`src/rtl/cs_uarch_pkg.sv`:
```
// ---------------------------------------------------------------------------
// cs_uarch_pkg
// Shared microarchitecture definitions for the microprogrammed control unit:
// MIR field widths, COND encodings, sequencer FSM states, the MIR field
// bundle seen by the sequencer, and the dispatch address helper.
// ---------------------------------------------------------------------------
package cs_uarch_pkg;

   localparam int unsigned ADDR_W   = 11;
   localparam int unsigned COND_W   = 3;
   localparam int unsigned OPCODE_W = 8;

   typedef enum logic [COND_W-1:0] {
      COND_NEXT     = 3'd0,
      COND_JN       = 3'd1,
      COND_JZ       = 3'd2,
      COND_JMP      = 3'd3,
      COND_DISPATCH = 3'd4,
      COND_CALL     = 3'd5,
      COND_RET      = 3'd6,
      COND_HALT     = 3'd7
   } condE;

   typedef enum logic {
      ST_RUN  = 1'b0,
      ST_HALT = 1'b1
   } stateE;

   // MIR fields consumed by the sequencer
   typedef struct packed {
      condE              cond;
      logic [ADDR_W-1:0] address;
      logic              rd;
      logic              wr;
   } mirSeqFieldsT;

   // Dispatch keeps the page bits of ADDRESS and replaces the rest with OPCODE
   function automatic logic [ADDR_W-1:0] dispatchTarget(
      input logic [ADDR_W-1:0]   address,
      input logic [OPCODE_W-1:0] opcode
   );
      return {address[ADDR_W-1:OPCODE_W], opcode};
   endfunction

endpackage

```
`src/rtl/cs_seq_stack.sv`:
```
// ---------------------------------------------------------------------------
// cs_seq_stack
// LIFO of micro-return addresses.
// Ports:
//   clock, reset     rising-edge clock, async active-high reset (pointer only)
//   push, pop        one-cycle requests (never both high)
//   pushData         address pushed on push
//   topData          current top entry, 0 when empty
//   full, empty      occupancy flags
//   err              pulse: push while full (dropped) or pop while empty
// ---------------------------------------------------------------------------
import cs_uarch_pkg::*;

module cs_seq_stack #(
   parameter int unsigned DEPTH = 4
) (
   input  logic              clock,
   input  logic              reset,
   input  logic              push,
   input  logic              pop,
   input  logic [ADDR_W-1:0] pushData,
   output logic [ADDR_W-1:0] topData,
   output logic              full,
   output logic              empty,
   output logic              err
);

   // Pointer counts 0..DEPTH, so it needs one more code than the index
   localparam int unsigned PTR_W = $clog2(DEPTH + 1);
   localparam int unsigned IDX_W = $clog2(DEPTH);

   logic [ADDR_W-1:0] mem [DEPTH];
   logic [PTR_W-1:0]  sp;

   assign full    = (sp == PTR_W'(DEPTH));
   assign empty   = (sp == '0);
   assign err     = (push & full) | (pop & empty);
   assign topData = empty ? '0 : mem[IDX_W'(sp - PTR_W'(1))];

   // Stack pointer
   always_ff @(posedge clock or posedge reset) begin
      if (reset) begin
         sp <= '0;
      end else if (push && !full) begin
         sp <= sp + PTR_W'(1);
      end else if (pop && !empty) begin
         sp <= sp - PTR_W'(1);
      end
   end

   // Entry storage; contents above the pointer are don't-care
   always_ff @(posedge clock) begin
      if (push && !full) begin
         mem[IDX_W'(sp)] <= pushData;
      end
   end

endmodule

```
`src/rtl/cs_sequencer.sv`:
```
// ---------------------------------------------------------------------------
// cs_sequencer
// Microsequencer: owns the micro-program counter, evaluates COND against the
// ALU flags, stalls on memory and drives the MIR clear/load strobes.
// Optional macro CS_SEQ_STACK_EN enables the CALL/RET return stack; without
// it CALL acts as JMP, RET as NEXT and STACK_ERR reads 0.
// Ports:
//   CS_SEQ_CLOCK_50, CS_SEQ_RESET_InHigh   clock, async active-high reset
//   CS_SEQ_COND/ADDRESS/RD/WR_*            MIR fields
//   CS_SEQ_MEM_READY_InHigh                memory completes RD/WR this cycle
//   CS_SEQ_N_In, CS_SEQ_Z_In               ALU flags of this cycle
//   CS_SEQ_OPCODE_data_InBUS               macro opcode for DISPATCH
//   CS_SEQ_MPC_data_OutBUS                 control-store address (registered)
//   CS_SEQ_MIR_clear_OutLow                low: MIR loads NOP (combinational)
//   CS_SEQ_MIR_load_OutLow                 low: MIR holds (combinational)
//   CS_SEQ_HALTED_Out                      high while halted
//   CS_SEQ_STACK_ERR_Out                   sticky stack over/underflow
// ---------------------------------------------------------------------------
import cs_uarch_pkg::*;

module cs_sequencer #(
   parameter int unsigned STACK_DEPTH = 4
) (
   input  logic                CS_SEQ_CLOCK_50,
   input  logic                CS_SEQ_RESET_InHigh,
   input  logic [COND_W-1:0]   CS_SEQ_COND_data_InBUS,
   input  logic [ADDR_W-1:0]   CS_SEQ_ADDRESS_data_InBUS,
   input  logic                CS_SEQ_RD_data_In,
   input  logic                CS_SEQ_WR_data_In,
   input  logic                CS_SEQ_MEM_READY_InHigh,
   input  logic                CS_SEQ_N_In,
   input  logic                CS_SEQ_Z_In,
   input  logic [OPCODE_W-1:0] CS_SEQ_OPCODE_data_InBUS,
   output logic [ADDR_W-1:0]   CS_SEQ_MPC_data_OutBUS,
   output logic                CS_SEQ_MIR_clear_OutLow,
   output logic                CS_SEQ_MIR_load_OutLow,
   output logic                CS_SEQ_HALTED_Out,
   output logic                CS_SEQ_STACK_ERR_Out
);

   mirSeqFieldsT      mir;
   logic [ADDR_W-1:0] mpcReg;
   logic [ADDR_W-1:0] mpcNext;
   logic [ADDR_W-1:0] mpcInc;
   stateE             stateReg;
   stateE             stateNext;
   logic              stall;
   logic              stackPush;
   logic              stackPop;

   assign mir.cond    = condE'(CS_SEQ_COND_data_InBUS);
   assign mir.address = CS_SEQ_ADDRESS_data_InBUS;
   assign mir.rd      = CS_SEQ_RD_data_In;
   assign mir.wr      = CS_SEQ_WR_data_In;

   assign stall  = (mir.rd | mir.wr) & ~CS_SEQ_MEM_READY_InHigh;
   assign mpcInc = mpcReg + ADDR_W'(1);

`ifdef CS_SEQ_STACK_EN
   logic [ADDR_W-1:0] stackTop;
   logic              stackFull;
   logic              stackEmpty;
   logic              stackErrPulse;
   logic              stackErrReg;

   cs_seq_stack #(
      .DEPTH (STACK_DEPTH)
   ) uStack (
      .clock    (CS_SEQ_CLOCK_50),
      .reset    (CS_SEQ_RESET_InHigh),
      .push     (stackPush),
      .pop      (stackPop),
      .pushData (mpcReg),
      .topData  (stackTop),
      .full     (stackFull),
      .empty    (stackEmpty),
      .err      (stackErrPulse)
   );

   // Sticky error; only reset clears it
   always_ff @(posedge CS_SEQ_CLOCK_50 or posedge CS_SEQ_RESET_InHigh) begin
      if (CS_SEQ_RESET_InHigh) begin
         stackErrReg <= 1'b0;
      end else if (stackErrPulse) begin
         stackErrReg <= 1'b1;
      end
   end

   assign CS_SEQ_STACK_ERR_Out = stackErrReg;
`else
   assign CS_SEQ_STACK_ERR_Out = 1'b0;
`endif

   // Next address, next state and MIR strobes
   always_comb begin
      mpcNext                 = mpcReg;
      stateNext               = stateReg;
      CS_SEQ_MIR_clear_OutLow = 1'b1;
      CS_SEQ_MIR_load_OutLow  = 1'b1;
      stackPush               = 1'b0;
      stackPop                = 1'b0;
      if (stateReg == ST_HALT) begin
         CS_SEQ_MIR_clear_OutLow = 1'b0;
      end else if (stall) begin
         // Hold MIR and MPC; COND is evaluated once memory is ready
         CS_SEQ_MIR_load_OutLow = 1'b0;
      end else begin
         case (mir.cond)
            COND_NEXT: mpcNext = mpcInc;
            COND_JN: begin
               mpcNext                 = CS_SEQ_N_In ? mir.address : mpcInc;
               CS_SEQ_MIR_clear_OutLow = ~CS_SEQ_N_In;
            end
            COND_JZ: begin
               mpcNext                 = CS_SEQ_Z_In ? mir.address : mpcInc;
               CS_SEQ_MIR_clear_OutLow = ~CS_SEQ_Z_In;
            end
            COND_JMP: begin
               mpcNext                 = mir.address;
               CS_SEQ_MIR_clear_OutLow = 1'b0;
            end
            COND_DISPATCH: begin
               mpcNext                 = dispatchTarget(mir.address, CS_SEQ_OPCODE_data_InBUS);
               CS_SEQ_MIR_clear_OutLow = 1'b0;
            end
            COND_CALL: begin
`ifdef CS_SEQ_STACK_EN
               stackPush               = 1'b1;
`endif
               mpcNext                 = mir.address;
               CS_SEQ_MIR_clear_OutLow = 1'b0;
            end
            COND_RET: begin
`ifdef CS_SEQ_STACK_EN
               // Underflow returns to address 0
               stackPop                = 1'b1;
               mpcNext                 = stackEmpty ? '0 : stackTop;
               CS_SEQ_MIR_clear_OutLow = 1'b0;
`else
               mpcNext                 = mpcInc;
`endif
            end
            COND_HALT: stateNext = ST_HALT;
            default:   mpcNext   = mpcInc;
         endcase
      end
   end

   // MPC and FSM state
   always_ff @(posedge CS_SEQ_CLOCK_50 or posedge CS_SEQ_RESET_InHigh) begin
      if (CS_SEQ_RESET_InHigh) begin
         mpcReg   <= '0;
         stateReg <= ST_RUN;
      end else begin
         mpcReg   <= mpcNext;
         stateReg <= stateNext;
      end
   end

   assign CS_SEQ_MPC_data_OutBUS = mpcReg;
   assign CS_SEQ_HALTED_Out      = (stateReg == ST_HALT);

   depthInRange: assert property (@(posedge CS_SEQ_CLOCK_50)
      (STACK_DEPTH >= 2) && (STACK_DEPTH <= 16));

   strobesNeverBothLow: assert property (@(posedge CS_SEQ_CLOCK_50)
      disable iff (CS_SEQ_RESET_InHigh)
      CS_SEQ_MIR_clear_OutLow || CS_SEQ_MIR_load_OutLow);

`ifndef CS_SEQ_STACK_EN
   // Stack request decodes exist only for the stack build
   logic unusedStack;
   assign unusedStack = stackPush | stackPop;
`endif

endmodule

```
`config.mk`:
```
export PLATFORM = sky130hd
export DESIGN_NAME = cs_sequencer
export DESIGN_NICKNAME = d
export VERILOG_FILES = /design/src/rtl/cs_uarch_pkg.sv /design/src/rtl/cs_seq_stack.sv /design/src/rtl/cs_sequencer.sv
export SDC_FILE = /design/constraint.sdc
export NUM_CORES = 1
export LEC_CHECK = 0
export ABC_AREA = 1
export CORE_UTILIZATION = 43
export DETAILED_ROUTE_END_ITERATION = 16
export PLACE_DENSITY = 0.8
export SETUP_SLACK_MARGIN = 0.05
export SYNTH_ARGS = -nofsm -noshare
export SYNTH_HDL_FRONTEND = slang
export SYNTH_HIERARCHICAL = 1
export SYNTH_SLANG_ARGS = --single-unit
```
`constraint.sdc`:
```
create_clock -name CS_SEQ_CLOCK_50 -period 1.5 [get_ports CS_SEQ_CLOCK_50]
set_input_delay 0.15 -clock CS_SEQ_CLOCK_50 [delete_from_list [all_inputs] [get_ports CS_SEQ_CLOCK_50]]
set_output_delay 0.15 -clock CS_SEQ_CLOCK_50 [all_outputs]
set_load 0.02 [all_outputs]
```
==> results.cfg, run 1 <==
[power]
pwr-share-comb = 0.305
power_per_cell_area_nw_per_um2 = 435.9
power.internal_w = 0.0005381
switching_power_w = 0.0002217
p_seq_frac = 0.425
irDropWorstVdd_mv = 0.3880
p_clk_frac = 0.269
sw_frac_of_total = 0.2918
total_leakage_power_nw = 0.9093

[synth]
ys_async_sr_fraction = 1.000
number_of_synthesized_flops_with_an_enable_pin = 0
post_synthesis_mean_instance_area_um2 = 6.256
synthMostInstantiatedCell = sky130_fd_sc_hd__nand2_1
synth_area_leader_cell = sky130_fd_sc_hd__dfrtp_1
ys.flop_type = sky130_fd_sc_hd__dfrtp_1
mappedNetlistArea_um2 = 1076
synth-seq-cells = 12
yosysUniqueCellTypes = 26
post_synth_main_area_contributors = sky130_fd_sc_hd__dfrtp_1, sky130_fd_sc_hd__nand2_1, sky130_fd_sc_hd__a21oi_1
syn_inst = 172
yosysSeqAreaShare = 0.2791
yosysWarnings = 6
netlist.area_leader.share = 0.2791
synthesis.nets = 202
synth.cells.most_frequent = sky130_fd_sc_hd__nand2_1, sky130_fd_sc_hd__nor2_1, sky130_fd_sc_hd__a21oi_1, sky130_fd_sc_hd__inv_1, sky130_fd_sc_hd__nand3_1

[detailed_routing]
wl_um = 3627
wire_per_inst_um = 13.95
drc_violation_count_after_routing = 0
via_count = 1344
detail_route.iter0.violations = 42
drt-vias-per-instance = 5.169
drtAntennaViolNets = 0
firstDrtPassIters = 4

[global_route]
grt_pass1_wl_um = 5368
globalRouteOverflowTotal = 0
via_count_of_the_first_global_routing_pass = 1281
initial_antenna_violation_count = 0
globalRouteTotalUtil = 0.2747
grt_max_degree = 13

[setup_path]
setup.worst_path.end_class = primary output
critical_path.n_buffers_inverters = 1
worst-r2r-cell-count = 8
critical_path.reg2reg.endpoint = CS_SEQ_MPC_data_OutBUS[5]$_DFFE_PP0P_
setup.reg_to_reg.worst_slack_ns = 0.09
crit_arrival_ns = 1.27
worstSetupPathType = reg -> out
startpoint_type = register
worst_setup_path_startpoint = CS_SEQ_HALTED_Out$_DFF_PP0_
cpMaxStageDelayCell = sky130_fd_sc_hd__clkdlybuf4s50_1
timing.critical_path.fanout_max = 2
r2r_start = CS_SEQ_MPC_data_OutBUS[0]$_DFFE_PP0P_
timing.critical_path.max_delay_family = buffers and inverters
timing.critical_path.required_ns = 1.35
critical_path.cell_chain = clkdlybuf4s50_1
critical_path.max_stage_delay_ns = 0.62

[die]
floorplan.die_area_um2 = 2707
io_count = 44
floorplan.die.height_um = 52.03
core_um2 = 2276
die_width_um = 52.03
initial_utilization = 0.4728
num_rows = 17

[timing]
timing.final.crit_share = 0.9445
timing.final.max_slew_violations = 0
fin_crit_ns = 1.417
post-route-worst-setup-slack_ns = 0.08320
fmax_mhz = 705.8
timing.final.setup_violations = 0
finClkSkew_ns = 0.002524
timing_hold_violations_final = 0
tns_ns = 0
grt_setup_unrepaired = yes

[min_path]
hold_path.class = in -> async

[placed_design]
place_hpwl_um = 2639
place_congestion = 0.8897
dp_worst_setup_slack_ns = -0.2656
dpl_cell_area_um2 = 1630
port_buffers = 42

[clocking]
clock_pin_slew_on_the_worst_setup_and_hold_paths_ns = 0.08
cts.sink_count = 12
clock_tree.root_cell = sky130_fd_sc_hd__clkbuf_4
clkLatencyLatePin_ns = 0.28
cts_hold_buf = 0
clock_tree.buffer_depth = 2
tritoncts_clock_tree = done
cts-htree-levels = 1
tritoncts.num_buffers = 3

[run]
drv_cap = 0

[finish]
antennaDiodeCount = 0
nFillCells = 167
nNetsFinal = 264
multi_input_comb_area_um2 = 721.9
layout-area-overhead-vs-synth_pct = 61.98
ff_latch_area_um2 = 300.3
final_util = 0.7658
post_route_cells_drive_above_1_share = 0.2026
design_area_um2 = 1743

[status]
status = finished clean
-- power by group through the flow --
stage | clock (W) | sequential [W] | combinational [W]
after floorplan | 0 | 0.000330 | 0.0000852
after global placement | 0 | 0.000330 | 0.000204
after detailed placement | 0 | 0.000330 | 0.000211
after CTS | 0.000211 | 0.000323 | 0.000213
after global routing | 0.000222 | 0.000323 | 0.000250
final | 0.000205 | 0.000323 | 0.000232
-- state kept, by name, indices dropped and copies added, names as in the netlist --
name,flops
CS_SEQ_HALTED_Out,1
CS_SEQ_MPC_data_OutBUS,11
-- area by class of cell --
| cell class | instances | share of cell area |
|---|---|---|
| Clock buffer | 3 | 0.01292 |
| Inverter | 21 | 0.04810 |
| Multi-Input combinational cell | 137 | 0.4142 |
| Sequential cell | 12 | 0.1723 |
| Tap cell | 28 | 0.02010 |
| Timing Repair Buffer | 59 | 0.3324 |
-- layout by cell type (no fill, tap or decap), drive strengths merged --
cell,n
nand2,64
clkdlybuf4s50,26
nor2,20
inv,20
buf,18
nand3,17
a21oi,16
dfrtp,12
dlygate4sd2,10
o21ai,7
dlymetal6s2s,5
nor3,3
clkbuf,3
or2,2
a21boi,2
clkinv,1
o211ai,1
xnor2,1
o22ai,1
xor2,1
ha,1
conb,1
-- worst max path at each step --
| stage | to | slack [ns] | cells after the start |
|---|---|---|---|
| global route | CS_SEQ_MIR_clear_OutLow | -0.03 | 5 |
| finish | CS_SEQ_HALTED_Out | 0.08 | 1 |
| global placement | CS_SEQ_MIR_clear_OutLow | -0.21 | 6 |
| floorplan | CS_SEQ_MPC_data_OutBUS[8]$_DFFE_PP0P_ | 0.07 | 7 |
| detailed placement | CS_SEQ_MPC_data_OutBUS[0]$_DFFE_PP0P_ | -0.27 | 11 |
| CTS | CS_SEQ_MPC_data_OutBUS[8] | 0.05 | 1 |
-- metal layers --
metal | up-vias | GRT usage | share of wire
met5 | - | 0 | 0
met4 | 0 | 0.1532 | 0.034
met3 | 12 | 0.04678 | 0.053
met2 | 47 | 0.4936 | 0.51
met1 | 614 | 0.2998 | 0.40
li1 | 671 | - | -
-- metrics by stage --
step           total power, W  instances  hold WS [ns]
2_1_floorplan       0.0004148        172       0.01470
3_3_place_gp        0.0005337        254        0.4920
3_5_place_dp        0.0005406        254        0.5015
4_1_cts             0.0007465        257        0.1982
5_1_grt             0.0007955        260        0.2500
6_report            0.0007598        260        0.1879
-- cell families (layout without fill, tap and decap cells) --
logic type | after synthesis | after routing | synth area share
AO/OA/AOI/OAI | 27 | 27 | 0.1384
XOR/XNOR | 2 | 2 | 0.01628
adder cells (fa/ha/maj) | 1 | 1 | 0.01163
buffers and inverters | 23 | 83 | 0.09303
flip-flops | 12 | 12 | 0.2791
other | 1 | 1 | 0.003485
AND/OR/NAND/NOR | 106 | 106 | 0.4581
-- timing repair --
item,CTS,global route
buffers inserted,0,3
pin swaps,0,7
resized for setup,16,22
setup endpoints to repair,17,14
(Power assumes the default switching activity.)
==> run 2, diff against run 1 <==
Settings changed: CTS_CLUSTER_SIZE set to 8.
==> results of run 2 <==
No change in the layout: final DEF, timing and power equal those of run 1.
